===== src/rtl/mips_ctrl_pkg.sv =====
// Shared definitions for the multicycle MIPS control path: state encoding,
// opcodes, ALUOp codes and datapath select values. The ALU control decoder
// imports the same constants so both sides agree on the encodings.
package mips_ctrl_pkg;

  localparam int OPC_W   = 6;
  localparam int ALUOP_W = 3;
  localparam int STATE_W = 4;

  typedef enum logic [STATE_W-1:0] {
    ST_FETCH    = 4'd0,
    ST_DECODE   = 4'd1,
    ST_MEM_ADDR = 4'd2,
    ST_MEM_RD   = 4'd3,
    ST_MEM_WB   = 4'd4,
    ST_MEM_WR   = 4'd5,
    ST_R_EXEC   = 4'd6,
    ST_R_WB     = 4'd7,
    ST_BRANCH   = 4'd8,
    ST_JUMP     = 4'd9,
    ST_I_EXEC   = 4'd10,
    ST_I_WB     = 4'd11
  } state_t;

  localparam logic [OPC_W-1:0] OP_RTYPE = 6'b000000;
  localparam logic [OPC_W-1:0] OP_LW    = 6'b100011;
  localparam logic [OPC_W-1:0] OP_SW    = 6'b101011;
  localparam logic [OPC_W-1:0] OP_BEQ   = 6'b000100;
  localparam logic [OPC_W-1:0] OP_J     = 6'b000010;
  localparam logic [OPC_W-1:0] OP_ADDI  = 6'b001000;

  localparam logic [ALUOP_W-1:0] ALUOP_ADD   = 3'b000;
  localparam logic [ALUOP_W-1:0] ALUOP_SUB   = 3'b001;
  localparam logic [ALUOP_W-1:0] ALUOP_RTYPE = 3'b010;

  localparam logic [1:0] ALUSRCB_B     = 2'b00;
  localparam logic [1:0] ALUSRCB_FOUR  = 2'b01;
  localparam logic [1:0] ALUSRCB_IMM   = 2'b10;
  localparam logic [1:0] ALUSRCB_IMMSH = 2'b11;

  localparam logic [1:0] PCSRC_ALU    = 2'b00;
  localparam logic [1:0] PCSRC_ALUOUT = 2'b01;
  localparam logic [1:0] PCSRC_JUMP   = 2'b10;

  // True for the opcodes this control path knows how to sequence.
  function automatic logic is_legal_op(input logic [OPC_W-1:0] op);
    return (op == OP_RTYPE) || (op == OP_LW) || (op == OP_SW) ||
           (op == OP_BEQ) || (op == OP_J) || (op == OP_ADDI);
  endfunction

endpackage


===== src/rtl/mc_next_state.sv =====
// Next-state function of the multicycle control FSM. Purely combinational:
// the live opcode is only looked at in DECODE, the held copy in MEM_ADDR.
module mc_next_state
  import mips_ctrl_pkg::*;
(
  input  logic [STATE_W-1:0] i_state,
  input  logic [OPC_W-1:0]   i_opcode,
  input  logic [OPC_W-1:0]   i_heldOpcode,
  input  logic               i_memReady,
  output logic [STATE_W-1:0] o_nextState
);

  state_t w_state;
  state_t w_next;

  assign w_state     = state_t'(i_state);
  assign o_nextState = w_next;

  // Transition table; unused encodings and illegal opcodes fall back to FETCH.
  always_comb begin
    w_next = ST_FETCH;
    case (w_state)
      ST_FETCH:    w_next = i_memReady ? ST_DECODE : ST_FETCH;
      ST_DECODE: begin
        case (i_opcode)
          OP_RTYPE:     w_next = ST_R_EXEC;
          OP_LW, OP_SW: w_next = ST_MEM_ADDR;
          OP_BEQ:       w_next = ST_BRANCH;
          OP_J:         w_next = ST_JUMP;
          OP_ADDI:      w_next = ST_I_EXEC;
          default:      w_next = ST_FETCH;
        endcase
      end
      ST_MEM_ADDR: w_next = (i_heldOpcode == OP_SW) ? ST_MEM_WR : ST_MEM_RD;
      ST_MEM_RD:   w_next = i_memReady ? ST_MEM_WB : ST_MEM_RD;
      ST_MEM_WB:   w_next = ST_FETCH;
      ST_MEM_WR:   w_next = i_memReady ? ST_FETCH : ST_MEM_WR;
      ST_R_EXEC:   w_next = ST_R_WB;
      ST_R_WB:     w_next = ST_FETCH;
      ST_BRANCH:   w_next = ST_FETCH;
      ST_JUMP:     w_next = ST_FETCH;
      ST_I_EXEC:   w_next = ST_I_WB;
      ST_I_WB:     w_next = ST_FETCH;
      default:     w_next = ST_FETCH;
    endcase
  end

endmodule


===== src/rtl/multicycle_control.sv =====
// Main control FSM of the multicycle MIPS datapath. Outputs are decoded from
// the current state (plus mem_ready for the handshake-gated strobes) and are
// all forced low while reset is held, so nothing leaks out mid-reset.
module multicycle_control
  import mips_ctrl_pkg::*;
(
  input  logic               clk,
  input  logic               rst_n,
  input  logic [OPC_W-1:0]   opcode,
  input  logic               mem_ready,
  output logic               PCWrite,
  output logic               PCWriteCond,
  output logic               IorD,
  output logic               MemRead,
  output logic               MemWrite,
  output logic               IRWrite,
  output logic               MemtoReg,
  output logic               RegDst,
  output logic               RegWrite,
  output logic               ALUSrcA,
  output logic [1:0]         ALUSrcB,
  output logic [1:0]         PCSource,
  output logic [ALUOP_W-1:0] ALUOp,
  output logic               instr_done,
  output logic               illegal_op,
  output logic [STATE_W-1:0] state_dbg
);

  state_t               r_state;
  logic [OPC_W-1:0]     r_heldOpcode;
  logic [STATE_W-1:0]   w_nextState;

  logic                 w_pcWrite, w_pcWriteCond, w_iorD, w_memRead, w_memWrite;
  logic                 w_irWrite, w_memtoReg, w_regDst, w_regWrite, w_aluSrcA;
  logic [1:0]           w_aluSrcB, w_pcSource;
  logic [ALUOP_W-1:0]   w_aluOp;
  logic                 w_instrDone, w_illegalOp;

  mc_next_state u_nextState (
    .i_state      (r_state),
    .i_opcode     (opcode),
    .i_heldOpcode (r_heldOpcode),
    .i_memReady   (mem_ready),
    .o_nextState  (w_nextState)
  );

  // State register; reset drops straight back to FETCH without a clock.
  always_ff @(posedge clk or negedge rst_n) begin
    if (!rst_n) r_state <= ST_FETCH;
    else        r_state <= state_t'(w_nextState);
  end

  // Keep the decoded opcode so MEM_ADDR can pick lw/sw even if IR moves on.
  always_ff @(posedge clk or negedge rst_n) begin
    if (!rst_n)                    r_heldOpcode <= '0;
    else if (r_state == ST_DECODE) r_heldOpcode <= opcode;
  end

  // Per-state datapath controls; anything not set for a state stays 0.
  always_comb begin
    w_pcWrite     = 1'b0;
    w_pcWriteCond = 1'b0;
    w_iorD        = 1'b0;
    w_memRead     = 1'b0;
    w_memWrite    = 1'b0;
    w_irWrite     = 1'b0;
    w_memtoReg    = 1'b0;
    w_regDst      = 1'b0;
    w_regWrite    = 1'b0;
    w_aluSrcA     = 1'b0;
    w_aluSrcB     = ALUSRCB_B;
    w_pcSource    = PCSRC_ALU;
    w_aluOp       = ALUOP_ADD;
    w_instrDone   = 1'b0;
    w_illegalOp   = 1'b0;
    case (r_state)
      ST_FETCH: begin
        w_memRead = 1'b1;
        w_aluSrcB = ALUSRCB_FOUR;
        w_irWrite = mem_ready;
        w_pcWrite = mem_ready;
      end
      ST_DECODE: begin
        w_aluSrcB   = ALUSRCB_IMMSH;
        w_illegalOp = !is_legal_op(opcode);
      end
      ST_MEM_ADDR: begin
        w_aluSrcA = 1'b1;
        w_aluSrcB = ALUSRCB_IMM;
      end
      ST_MEM_RD: begin
        w_memRead = 1'b1;
        w_iorD    = 1'b1;
      end
      ST_MEM_WB: begin
        w_regWrite  = 1'b1;
        w_memtoReg  = 1'b1;
        w_instrDone = 1'b1;
      end
      ST_MEM_WR: begin
        w_memWrite  = 1'b1;
        w_iorD      = 1'b1;
        w_instrDone = mem_ready;
      end
      ST_R_EXEC: begin
        w_aluSrcA = 1'b1;
        w_aluOp   = ALUOP_RTYPE;
      end
      ST_R_WB: begin
        w_regWrite  = 1'b1;
        w_regDst    = 1'b1;
        w_instrDone = 1'b1;
      end
      ST_BRANCH: begin
        w_aluSrcA     = 1'b1;
        w_aluOp       = ALUOP_SUB;
        w_pcWriteCond = 1'b1;
        w_pcSource    = PCSRC_ALUOUT;
        w_instrDone   = 1'b1;
      end
      ST_JUMP: begin
        w_pcWrite   = 1'b1;
        w_pcSource  = PCSRC_JUMP;
        w_instrDone = 1'b1;
      end
      ST_I_EXEC: begin
        w_aluSrcA = 1'b1;
        w_aluSrcB = ALUSRCB_IMM;
      end
      ST_I_WB: begin
        w_regWrite  = 1'b1;
        w_instrDone = 1'b1;
      end
      default: ;
    endcase
  end

  assign PCWrite     = w_pcWrite     & rst_n;
  assign PCWriteCond = w_pcWriteCond & rst_n;
  assign IorD        = w_iorD        & rst_n;
  assign MemRead     = w_memRead     & rst_n;
  assign MemWrite    = w_memWrite    & rst_n;
  assign IRWrite     = w_irWrite     & rst_n;
  assign MemtoReg    = w_memtoReg    & rst_n;
  assign RegDst      = w_regDst      & rst_n;
  assign RegWrite    = w_regWrite    & rst_n;
  assign ALUSrcA     = w_aluSrcA     & rst_n;
  assign ALUSrcB     = rst_n ? w_aluSrcB  : 2'b00;
  assign PCSource    = rst_n ? w_pcSource : 2'b00;
  assign ALUOp       = rst_n ? w_aluOp    : '0;
  assign instr_done  = w_instrDone   & rst_n;
  assign illegal_op  = w_illegalOp   & rst_n;
  assign state_dbg   = rst_n ? r_state  : '0;

endmodule

===== config.mk =====
export PLATFORM = sky130hd
export DESIGN_NAME = multicycle_control
export DESIGN_NICKNAME = d
export VERILOG_FILES = /design/src/rtl/mips_ctrl_pkg.sv /design/src/rtl/mc_next_state.sv /design/src/rtl/multicycle_control.sv
export SDC_FILE = /design/constraint.sdc
export NUM_CORES = 1
export LEC_CHECK = 0
export BUFFER_PORTS_ARGS = -buffer_cell sky130_fd_sc_hd__buf_2
export CORE_MARGIN = 4
export CORE_UTILIZATION = 46
export CTS_BUF_LIST = sky130_fd_sc_hd__clkbuf_4
export CTS_CLUSTER_SIZE = 12
export DETAILED_ROUTE_END_ITERATION = 8
export HOLD_SLACK_MARGIN = 0.08
export PLACE_DENSITY = 0.75
export SYNTH_ARGS = -nofsm -noshare
export SYNTH_HDL_FRONTEND = slang
export SYNTH_HIERARCHICAL = 1
export SYNTH_SLANG_ARGS = --single-unit

===== constraint.sdc =====
create_clock -name clk -period 1.45 [get_ports clk]
set_input_delay 0.29 -clock clk [delete_from_list [all_inputs] [get_ports clk]]
set_output_delay 0.29 -clock clk [all_outputs]
set_load 0.01 [all_outputs]

======== Yosys cells after proc, flatten, opt, wreduce, memory -nomap -nowiden ========
Index checks and enable logic that the tools add are counted.
storage, ports and cells
  bits in registers ....................... 10
  input bits .............................. 9
  output and inout port bits .............. 23
operators by class
  eq/ne operators ......................... 17
  mux-type cells .......................... 25
  bitwise logic cells ..................... 12
  reduce and logical (&&, ||, !) cells .... 15
operators with widths
  operator              count
  $pmux W4 S7           1
  $pmux W4 S5           1
  $eq A6 B6 Y1 const B  3
  $eq A4 B3 Y1 const B  4
  $eq A4 B4 Y1 const B  4
  $and A1 B1 Y1         12
  $mux W3               4
  $mux W1               11
  $eq A4 B2 Y1 const B  2
  $pmux W2 S2           2
  $reduce_or A2 Y1      4
  $eq A6 B2 Y1 const B  1
  $eq A6 B3 Y1 const B  1
  $eq A6 B4 Y1 const B  1
  $logic_not A6 Y1      1
  $pmux W2 S3           1
  $logic_or A1 B1 Y1    5
  $reduce_or A5 Y1      1
  $eq A4 B1 Y1 const B  1
  $logic_not A4 Y1      1
  $mux W2               2
  $mux W4               1
  $pmux W1 S2           2
  $reduce_or A4 Y1      1
  2 further kinds       2

======== Longest topological paths before layout ========
Gate-level depths: netlist of the first run.
  depth in word-level cells ............... 9
  gate-level depth with buffers ........... 5
  depth with buffers taken out ............ 4

======== Modules after synthesis ========
The synthesis of the first run kept the hierarchy.
by module, submodules not included
  module              times used  cells each  area each (µm²)  seq. area each (µm²)
  multicycle_control  1           71          674.4            250.2
  mc_next_state       1           35          271.5            0.0

======== Worst setup path before layout of the first run ========
No wires, ideal clock.
  path type ............................... register to output
  from .................................... reg r_state[2]
  to ...................................... out ALUSrcA
  arrival time ............................ 1.261 ns
  required time ........................... 1.160 ns
  slack ................................... -0.101 ns
  stages on the path, launching flop included .. 3
  cells stage by stage .................... dfrtp_1 buf_2 a2111oi_0
between the ends
  cells in the longest elaborated chain, start to end .. 4
  elaborated cells between the ends (all ways) .. 7
  those cells by class .................... eq/ne (4); mux (1); bitwise (1); reduce/logical (1)
RTL lines
  what                                  RTL line                   RTL
  start, declared                       multicycle_control.sv:29   state_t r_state;
  start signal, assigned                multicycle_control.sv:50   else r_state <= state_t'(w_nextState);
  $eq A4 B4 Y1 (tied with other cells)  multicycle_control.sv:76   case (r_state)
  $reduce_or A4 Y1 (no line) (*)        --
  $mux W1 (*)                           multicycle_control.sv:76
  $and A1 B1 Y1 (*)                     multicycle_control.sv:147  assign ALUSrcA = w_aluSrcA & rst_n;
  end, declared                         multicycle_control.sv:20   output logic ALUSrcA,
Every way passes the cells marked *; elsewhere a longest branch is shown, timed or not.

======== Worst setup path after layout of the first run ========
  from .................................... reg r_state[2]
  to ...................................... out ALUOp[1]
between the ends
  cells in the longest elaborated chain, start to end .. 3
  elaborated cells between the ends (all ways) .. 4
  those cells by class .................... eq/ne (2); mux (2)
RTL lines
  what                                                 RTL line                   RTL
  $eq A4 B4 Y1 / $eq A4 B3 Y1 (equally long branches)  multicycle_control.sv:76
  $pmux W2 S2 (*)                                      multicycle_control.sv:76
  $mux W3 (*)                                          multicycle_control.sv:150  assign ALUOp = rst_n ? w_aluOp : '0;
  end, declared                                        multicycle_control.sv:23   output logic [ALUOP_W-1:0] ALUOp,
Marked as above.

==> results of run 1 <==
-- power groups by stage --
stage	Combinational [W]	Sequential [W]	Clock (W)
floorplan	0.000648	0.000446	0
global placement	0.000878	0.000479	0
detailed placement	0.000907	0.000485	0
CTS	0.00110	0.000480	0.000193
global route	0.00147	0.000520	0.000216
finish	0.00139	0.000507	0.000204
-- path summary, 6_finish.rpt --
kind	startpoint	to	slack (ns)	cells past startpoint
max	r_state[2]	ALUOp[1]	-0.30	6
min	opcode[4]	r_heldOpcode[4]	0.29	2
max reg2reg	r_state[1]	r_state[3]	-0.22	4
min reg2reg	r_heldOpcode[0]	r_heldOpcode[0]	0.52	1
max in group asynchronous	rst_n	r_state[0]	0.33	3
min in group asynchronous	rst_n	r_heldOpcode[4]	0.76	3
-- timing repair --
item,in CTS,in global routing
buffers inserted,6,8
hold buffers,1,0
setup endpoints to repair,25,31
pin swaps,9,9
hold endpoints to repair,10,0
gates resized for setup,23,34
cloned,0,1
-- sequential cells by signal (all words and copies together), names as in the netlist --
| signal | cells |
|---|---|
| r_heldOpcode | 6 |
| r_state | 4 |
-- final cells by class --
cell class	count	share of cell area, %
sequential	10	16.45
clock buffer	3	1.452
tap	27	2.177
timing repair buffer	63	31.13
inverter	2	0.4839
multi-input combinational	83	48.31
-- worst max-delay path, stage by stage (launching register included) --
cell and delay, ns:
dfrtp_2 0.42, buf_6 0.14, and2_4 0.17, nand2b_4 0.07
buf_6 0.12, nor2_2 0.10, buf_2 0.15
-- logic make-up after synthesis --
logic type / share of synthesized area (%)
compound gates: 17.07
xor+xnor: 2.778
fa+ha+maj: 1.058
buf+inv: 8.466
flops: 26.46
mux: 8.201
other cells: 0.3964
simple gates: 35.58
-- placed cells by master, fill, tap and decap left out, types with 3 or more instances in the layout --
| cell | instances |
|---|---|
| nor2_2 | 4 |
| clkbuf_4 | 3 |
| mux2_4 | 5 |
| dfrtp_2 | 4 |
| and2_4 | 3 |
| nor2_1 | 8 |
| buf_6 | 20 |
| buf_4 | 15 |
| o21ai_0 | 3 |
| buf_2 | 27 |
| dfrtp_1 | 6 |
| nand2_1 | 4 |
-- metrics by stage --
step	area [µm²]	power [W]	utilization [%]	hold slack (ns)	setup WS, ns
6_report	1551	0.002100	79.08	0.2937	-0.3025
5_1_grt	1551	0.002206	79.08	0.3086	-0.3235
4_1_cts	1356	0.001775	69.13	0.2973	-0.2000
3_5_place_dp	1199	0.001391	61.10	0.3527	-0.1791
3_3_place_gp	1199	0.001356	61.10	0.3381	-0.1649
2_1_floorplan	953.4	0.001094	-	-0.005591	-0.03162
-- layer usage --
layer | wire length (µm) | vias to the layer above | GRT usage, %
met5 | 0 | - | 0
met4 | 81 | 0 | 7.660
met3 | 177 | 8 | 5.070
met2 | 1806 | 45 | 38.16
met1 | 1343 | 533 | 20.31
li1 | - | 497 | -
==> impl_metrics.env, run 1 <==
export IMPL_status="finished with violations"
export IMPL_violations="setup timing"
export IMPL_pin_count=32
export IMPL_htreeDepth=1
export IMPL_power_frac_comb_pct=66.1
export IMPL_yosys_warnings=6
export IMPL_synth_top_cell_area_share_pct=26.46
export IMPL_critPathLaunchType="flip-flop"
export IMPL_cts_buffers=3
export IMPL_place_congestion=0.7708
export IMPL_post_route_period_util_pct=120.9
export IMPL_cp_arrival_ns=1.46
export IMPL_wl_per_cell_um=18.13
export IMPL_async_flop_share_pct=100.0
export IMPL_setup_ws_ns=-0.3025
export IMPL_min_path_type="input port to flip-flop"
export IMPL_finClkSkew_ns=0.01252
export IMPL_tns_ns=-4.550
export IMPL_hpwl_um=1808
export IMPL_p_int_w=0.001281
export IMPL_die_width_um=53.35
export IMPL_max_freq_ghz=0.5706
export IMPL_synth_common_cells="nor2_1, dfrtp_1, mux2_2"
export IMPL_port_buffer_count=30
export IMPL_dieArea_mm2=0.002846
export IMPL_synthToLayoutAreaGrowth_pct=64.02
export IMPL_nets=172
export IMPL_antenna_left=0
export IMPL_maxCapViolCount=0
export IMPL_die_h_um=53.35
export IMPL_synth_seq_cells=10
export IMPL_cp_required_ns=1.16
export IMPL_synth_edf_count=0
export IMPL_cts_tree="yes"
export IMPL_power_density_mw_per_mm2=1354
export IMPL_initial_core_util_pct=48.21
export IMPL_synth_most_common_cell="nor2_1"
export IMPL_synth_area_leaders="dfrtp_1, mux2_2, nor2_1"
export IMPL_slew_viol_final=0
export IMPL_seqPwrFrac_pct=24.2
export IMPL_firstDrtPassIters=4
export IMPL_antenna_found_initial=0
export IMPL_grt_setup_unrepaired="true"
export IMPL_hold_viol=0
export IMPL_layout_drive_gt1_share_pct=63.98
export IMPL_yosysSeqAreaShare_pct=26.46
export IMPL_grt_pass1_vias=922
export IMPL_dp_cells=170
export IMPL_multi_input_comb_area_um2=749.5
export IMPL_synth_cells=106
export IMPL_fillers=117
export IMPL_cts_root_buf="clkbuf_4"
export IMPL_clock_latency_ns=0.28
export IMPL_rows=16
export IMPL_grt_usage_pct=20.02
export IMPL_finalWirelength_um=3409
export IMPL_syn_cell_area_um2=945.9
export IMPL_first_iter_violations=28
export IMPL_yosysUniqueCellTypes=52
export IMPL_fin_crit_ns=1.752
export IMPL_end_kind="output pin"
export IMPL_num_vias=1083
export IMPL_regArea_um2=255.2
export IMPL_synth_fp_nets=115
export IMPL_clkPwrFrac_pct=9.7
export IMPL_grt_max_degree=15
export IMPL_clkSlewWorstSetupHoldPaths_ns=0.07
export IMPL_grt_remaining_overflow=0
export IMPL_crit_fanout=5
export IMPL_postSynthAreaPerCell_um2=8.924
export IMPL_ir_drop_v=0.0009089
export IMPL_fin_cells=188
export IMPL_finalSetupViolations=29
export IMPL_p_sw_share_pct=39.00
export IMPL_critPathKind="flip-flop to output pin"
export IMPL_clock_sinks=10
export IMPL_synth_ff_type="dfrtp_1"
export IMPL_core_area_mm2=0.001962
export IMPL_synth_area_leader_cell="dfrtp_1"
export IMPL_grt_pass1_wl_um=4146
export IMPL_cts_path_max_buffers=2
export IMPL_power_switching_w=0.0008191
export IMPL_leakage_nw=0.7269
export IMPL_via_per_inst=5.761
export IMPL_antenna_cells=0
export IMPL_drc=0
Power figures use the tool's default switching activity.
==> run 2, diff against run 1 <==
- CORE_ASPECT_RATIO: not set -> 1.25
==> run 2 against run 1 <==
Effect of this change:
- the flow still finishes with violations (setup timing)
- clock power down 4%
- maximum frequency up 4.4%
- sequential power down 2%
- worst setup slack better by 0.073 ns
- global-route usage down 3.1 points
- cell count down 9.6%
- first-iteration DRC count down 64%
- critical endpoint is now PCSource[1]
- largest cell class unchanged
- largest power group unchanged
==> impl_metrics.env, run 2 (synthesis gave the netlist of run 1 again) <==
export IMPL_final_common_cell="buf_2"
export IMPL_cp_required_ns=1.16
export IMPL_cts_root_buf="clkbuf_4"
export IMPL_regMostFlops="r_heldOpcode"
export IMPL_clkSlewWorstSetupHoldPaths_ns=0.06
export IMPL_nets=160
export IMPL_finClkSkew_ns=0.003088
export IMPL_p_int_w=0.001122
export IMPL_place_congestion=0.8050
export IMPL_pin_count=32
export IMPL_synthToLayoutAreaGrowth_pct=43.65
export IMPL_fin_util_pct=69.35
export IMPL_clock_latency_ns=0.27
export IMPL_hold_viol=0
export IMPL_setup_ws_ns=-0.2291
export IMPL_htreeDepth=1
export IMPL_antenna_cells=0
export IMPL_critPathLaunchType="flip-flop"
export IMPL_end_kind="output pin"
export IMPL_cp_slowest_cell="dfrtp_2"
export IMPL_grt_pass1_wl_um=3891
export IMPL_largest_register_ffs=6
export IMPL_min_path_type="input port to flip-flop"
export IMPL_violations="setup timing"
export IMPL_cp_arrival_ns=1.39
export IMPL_die_h_um=58.70
export IMPL_seqPwrFrac_pct=27.8
export IMPL_grt_max_degree=16
export IMPL_finalSetupViolations=30
export IMPL_crit_fanout=10
export IMPL_ir_drop_v=0.001003
export IMPL_p_sw_share_pct=37.47
export IMPL_hpwl_um=1841
export IMPL_antenna_left=0
export IMPL_first_iter_violations=10
export IMPL_grt_pass1_vias=892
export IMPL_top_regs="r_heldOpcode (6), r_state (4)"
export IMPL_rows=18
export IMPL_grt_remaining_overflow=0
export IMPL_num_vias=958
export IMPL_slew_viol_final=0
export IMPL_antenna_found_initial=0
export IMPL_power_density_mw_per_mm2=1320
export IMPL_hold_start="opcode[4]"
export IMPL_firstDrtPassIters=4
export IMPL_core_area_mm2=0.001959
export IMPL_cts_tree="yes"
export IMPL_worstReg2RegStart="r_state[1]"
export IMPL_via_per_inst=5.635
export IMPL_power_switching_w=0.0006723
export IMPL_total_power_w=0.001794
export IMPL_clock_sinks=10
export IMPL_final_cell_mix="buf_2, buf_4, buf_6"
export IMPL_critPathKind="flip-flop to output pin"
export IMPL_cts_path_max_buffers=2
export IMPL_layout_drive_gt1_share_pct=54.00
export IMPL_leakage_nw=0.6417
export IMPL_status="finished with violations"
export IMPL_cp_slowest_stage_delay_ns=0.46
export IMPL_cts_buffers=3
export IMPL_grt_usage_pct=16.90
export IMPL_max_freq_ghz=0.5956
export IMPL_power_frac_comb_pct=61.3
export IMPL_path_delay_family="flip-flops"
export IMPL_post_route_period_util_pct=115.8
export IMPL_port_buffer_count=30
export IMPL_clkPwrFrac_pct=10.9
export IMPL_dieArea_mm2=0.002850
export IMPL_finalWirelength_um=2425
export IMPL_initial_core_util_pct=48.28
export IMPL_path_buf_inv=2
export IMPL_wl_per_cell_um=14.26
export IMPL_maxCapViolCount=0
export IMPL_drc=0
export IMPL_path_cells="buf_4 > and2_1 > and3_1 > buf_2"
export IMPL_fin_crit_ns=1.679
export IMPL_grt_setup_unrepaired="true"
export IMPL_die_width_um=48.56
export IMPL_reg2reg_slack_ns=-0.21
export IMPL_startpoint="r_state[0]"
-- run 2: power groups by stage --
stage | clock, W | sequential (W) | combinational [W]
2_1_floorplan | 0 | 0.000446 | 0.000648
3_3_place_gp | 0 | 0.000481 | 0.000852
3_5_place_dp | 0 | 0.000487 | 0.000876
4_1_cts | 0.000204 | 0.000489 | 0.00109
5_1_grt | 0.000217 | 0.000510 | 0.00118
6_report | 0.000195 | 0.000499 | 0.00110
-- run 2: through the flow --
stage	cells	hold WS, ns	setup WS, ns	setup TNS [ns]	instance area (µm²)
after floorplan	106	-0.005591	-0.03162	-0.03162	953.4
after global placement	161	0.3488	-0.1692	-0.2912	1175
after detailed placement	161	0.3601	-0.1786	-0.3639	1175
after CTS	169	0.3060	-0.2404	-4.423	1300
after global routing	170	0.3020	-0.3026	-5.587	1359
final	170	0.3114	-0.2291	-3.670	1359
-- run 2: cell type report --
cell class                 instances  area, µm²
multi-input combinational         83      686.9
fill                             162      600.6
timing repair buffer              51      359.1
sequential                        10      254.0
tap                               20      25.02
clock buffer                       3      22.52
inverter                           2      7.507
clock inverter                     1      3.754
-- run 2: path summary, 6_finish.rpt --
kind                       depth (start not counted)         endpoint
max reg2reg                                        5       r_state[3]
max in group asynchronous                          3       r_state[3]
min in group asynchronous                          3       r_state[2]
min                                                2  r_heldOpcode[4]
max                                                4      PCSource[1]
min reg2reg                                        1  r_heldOpcode[2]
-- run 2: routing by layer --
metal	part of all wire, %	GRT usage [%]	vias to the layer above
met5	0	0	-
li1	-	-	469
met4	1.2	6.923	0
met2	55	31.53	29
met3	5.6	3.038	3
met1	38	18.70	457
-- run 2: repair_timing --
item	in CTS	in global routing
buffers inserted	3	2
endpoints found under the hold margin	10	0
pin swaps	7	4
hold buffers	1	0
gates resized for setup	17	16
endpoints found under the setup margin	24	32
==> run 3, diff against run 2 <==
--- a/config.mk
+++ b/config.mk
@@ -11,8 +11,10 @@
 export CORE_UTILIZATION = 46
 export CTS_BUF_LIST = sky130_fd_sc_hd__clkbuf_4
+export CTS_CLUSTER_DIAMETER = 30
 export CTS_CLUSTER_SIZE = 12
 export DETAILED_ROUTE_END_ITERATION = 8
 export HOLD_SLACK_MARGIN = 0.08
 export PLACE_DENSITY = 0.75
+export SLEW_MARGIN = 20
 export SYNTH_ARGS = -nofsm -noshare
 export SYNTH_HDL_FRONTEND = slang
==> constraint.sdc (replaced) <==
create_clock -name clk -period 1.45 [get_ports clk]
set_input_delay 0.0725 -clock clk [delete_from_list [all_inputs] [get_ports clk]]
set_output_delay 0.0725 -clock clk [all_outputs]
set_load 0.01 [all_outputs]
==> run 3 against run 2 <==
Effect of this change:
- total power increased by 15%
- the flow still finishes with violations (setup timing)
- first-iteration DRC count increased by 10%
- sequential share of layout area decreased by 1.6 points
- die area unchanged
- flip-flop and latch count unchanged
- global-route usage increased by 1.7 points
- hold slack got worse by 0.18 ns
- count of clock-buffer cells in the layout unchanged
- worst setup slack improved by 0.13 ns
- clock skew increased by 0.0058 ns
==> impl_metrics.env, run 3 (synthesis gave the netlist of run 1 again) <==
export IMPL_antenna_cells=0
export IMPL_reg2reg_slack_ns=-0.10
export IMPL_finalSetupViolations=16
export IMPL_fin_crit_ns=1.550
export IMPL_finalWirelength_um=2904
export IMPL_power_density_mw_per_mm2=1414
export IMPL_leakage_nw=0.6855
export IMPL_startpoint="r_state[2]"
export IMPL_initial_core_util_pct=48.28
export IMPL_grt_setup_unrepaired="true"
export IMPL_whs_ns=0.1302
export IMPL_htreeDepth=1
export IMPL_max_freq_ghz=0.6450
export IMPL_cts_tree="yes"
export IMPL_regMostFlops="r_heldOpcode"
export IMPL_setup_ws_ns=-0.1004
export IMPL_cts_root_buf="clkbuf_4"
export IMPL_power_switching_w=0.0007744
export IMPL_core_area_mm2=0.001959
export IMPL_hpwl_um=1753
export IMPL_path_cells="buf_6 > buf_8 > and2_4 > nand2b_4 > nor3_2 > buf_2"
export IMPL_post_route_period_util_pct=106.9
export IMPL_firstDrtPassIters=4
export IMPL_clock_latency_ns=0.27
export IMPL_cts_path_max_buffers=2
export IMPL_cp_arrival_ns=1.48
export IMPL_grt_pass1_vias=998
export IMPL_port_buffer_count=30
export IMPL_clock_sinks=10
export IMPL_num_vias=1049
export IMPL_drc=0
export IMPL_largest_register_ffs=6
export IMPL_ir_drop_v=0.0009337
export IMPL_crit_fanout=7
export IMPL_nets=167
export IMPL_antenna_left=0
export IMPL_grt_max_degree=15
export IMPL_maxCapViolCount=0
export IMPL_layout_drive_gt1_share_pct=57.96
export IMPL_p_int_w=0.001290
export IMPL_hold_start="opcode[3]"
export IMPL_finClkSkew_ns=0.008923
export IMPL_cp_slowest_cell="dfrtp_1"
export IMPL_critPathKind="flip-flop to output pin"
export IMPL_grt_remaining_overflow=0
export IMPL_antenna_found_initial=0
export IMPL_fin_cells=177
export IMPL_synthToLayoutAreaGrowth_pct=54.37
export IMPL_seqPwrFrac_pct=22.8
export IMPL_fin_util_pct=74.52
export IMPL_wl_per_cell_um=16.41
export IMPL_critPathLaunchType="flip-flop"
export IMPL_final_cell_mix="buf_2, buf_4, dfrtp_1"
export IMPL_violations="setup timing"
export IMPL_rows=18
export IMPL_die_h_um=58.70
export IMPL_status="finished with violations"
export IMPL_hold_viol=0
export IMPL_via_per_inst=5.927
export IMPL_final_common_cell="buf_2"
export IMPL_clkPwrFrac_pct=9.7
export IMPL_power_frac_comb_pct=67.5
export IMPL_clkSlewWorstSetupHoldPaths_ns=0.07
export IMPL_place_congestion=0.7896
export IMPL_end_kind="output pin"
export IMPL_min_path_type="input port to flip-flop"
export IMPL_dieArea_mm2=0.002850
export IMPL_grt_usage_pct=18.65
export IMPL_total_power_w=0.002064
export IMPL_worstReg2RegStart="r_state[1]"
export IMPL_cts_buffers=3
export IMPL_die_width_um=48.56
export IMPL_top_regs="r_heldOpcode (6), r_state (4)"
export IMPL_slew_viol_final=0
export IMPL_pin_count=32
export IMPL_dp_cells=155
export IMPL_p_sw_share_pct=37.51
export IMPL_grt_pass1_wl_um=4326
export IMPL_cp_required_ns=1.38
export IMPL_cp_slowest_stage_delay_ns=0.38
export IMPL_first_iter_violations=11
-- run 3: per-stage QoR --
stage	worst slack, ns	TNS, ns	area (µm²)
floorplan	0.007809	0	945.9
global placement	0.03102	0	1136
detailed placement	-0.03714	-0.04499	1136
CTS	-0.09439	-0.9324	1296
global route	-0.1643	-2.057	1460
finish	-0.1004	-1.013	1460
-- run 3: final timing paths --
| check | endpoint | depth (start not counted) |
|---|---|---|
| worst max-delay path | MemtoReg | 6 |
| worst min-delay path | r_heldOpcode[3] | 2 |
| worst max register to register | r_state[3] | 4 |
| worst min register to register | r_heldOpcode[1] | 1 |
| max in group asynchronous | r_heldOpcode[1] | 3 |
| min in group asynchronous | r_state[2] | 2 |
-- run 3: what timing repair did --
action,CTS,global route
endpoints found under the hold margin,11,0
pin swaps,4,8
buffers inserted,8,8
hold buffers,2,0
cloned,0,0
gates resized for setup,13,26
setup endpoints to repair,20,22
-- run 3: area by class of cell --
| class | count | area, µm² |
|---|---|---|
| clock buffers | 3 | 22.52 |
| inverters | 2 | 7.507 |
| well taps | 20 | 25.02 |
| fillers | 138 | 499.2 |
| flip-flops and latches | 10 | 250.2 |
| multi-input cells | 83 | 724.4 |
| repair buffers | 58 | 426.7 |
| clock inverters | 1 | 3.754 |
-- run 3: critical path, delay by kind of cell, from the launching register on --
family | cells | cell delay [ns]
buffers and inverters | 3 | 0.44
DFF | 1 | 0.38
and+or+nand+nor | 3 | 0.38
-- run 3: layer usage --
metal / vias to the layer above / wire (µm) / global-route usage (%)
li1: 491 / - / -
met1: 497 / 1049 / 19.78
met2: 43 / 1522 / 34.33
met3: 18 / 170 / 2.278
met4: 0 / 162 / 12.31
met5: - / 0 / 0
-- run 3: power by group through the flow --
stage | combinational [W] | sequential [W] | clock [W]
3_5_place_dp | 0.000891 | 0.000474 | 0
5_1_grt | 0.00149 | 0.000487 | 0.000211
2_1_floorplan | 0.000641 | 0.000446 | 0
3_3_place_gp | 0.000874 | 0.000465 | 0
6_report | 0.00139 | 0.000471 | 0.000200
4_1_cts | 0.00106 | 0.000462 | 0.000209
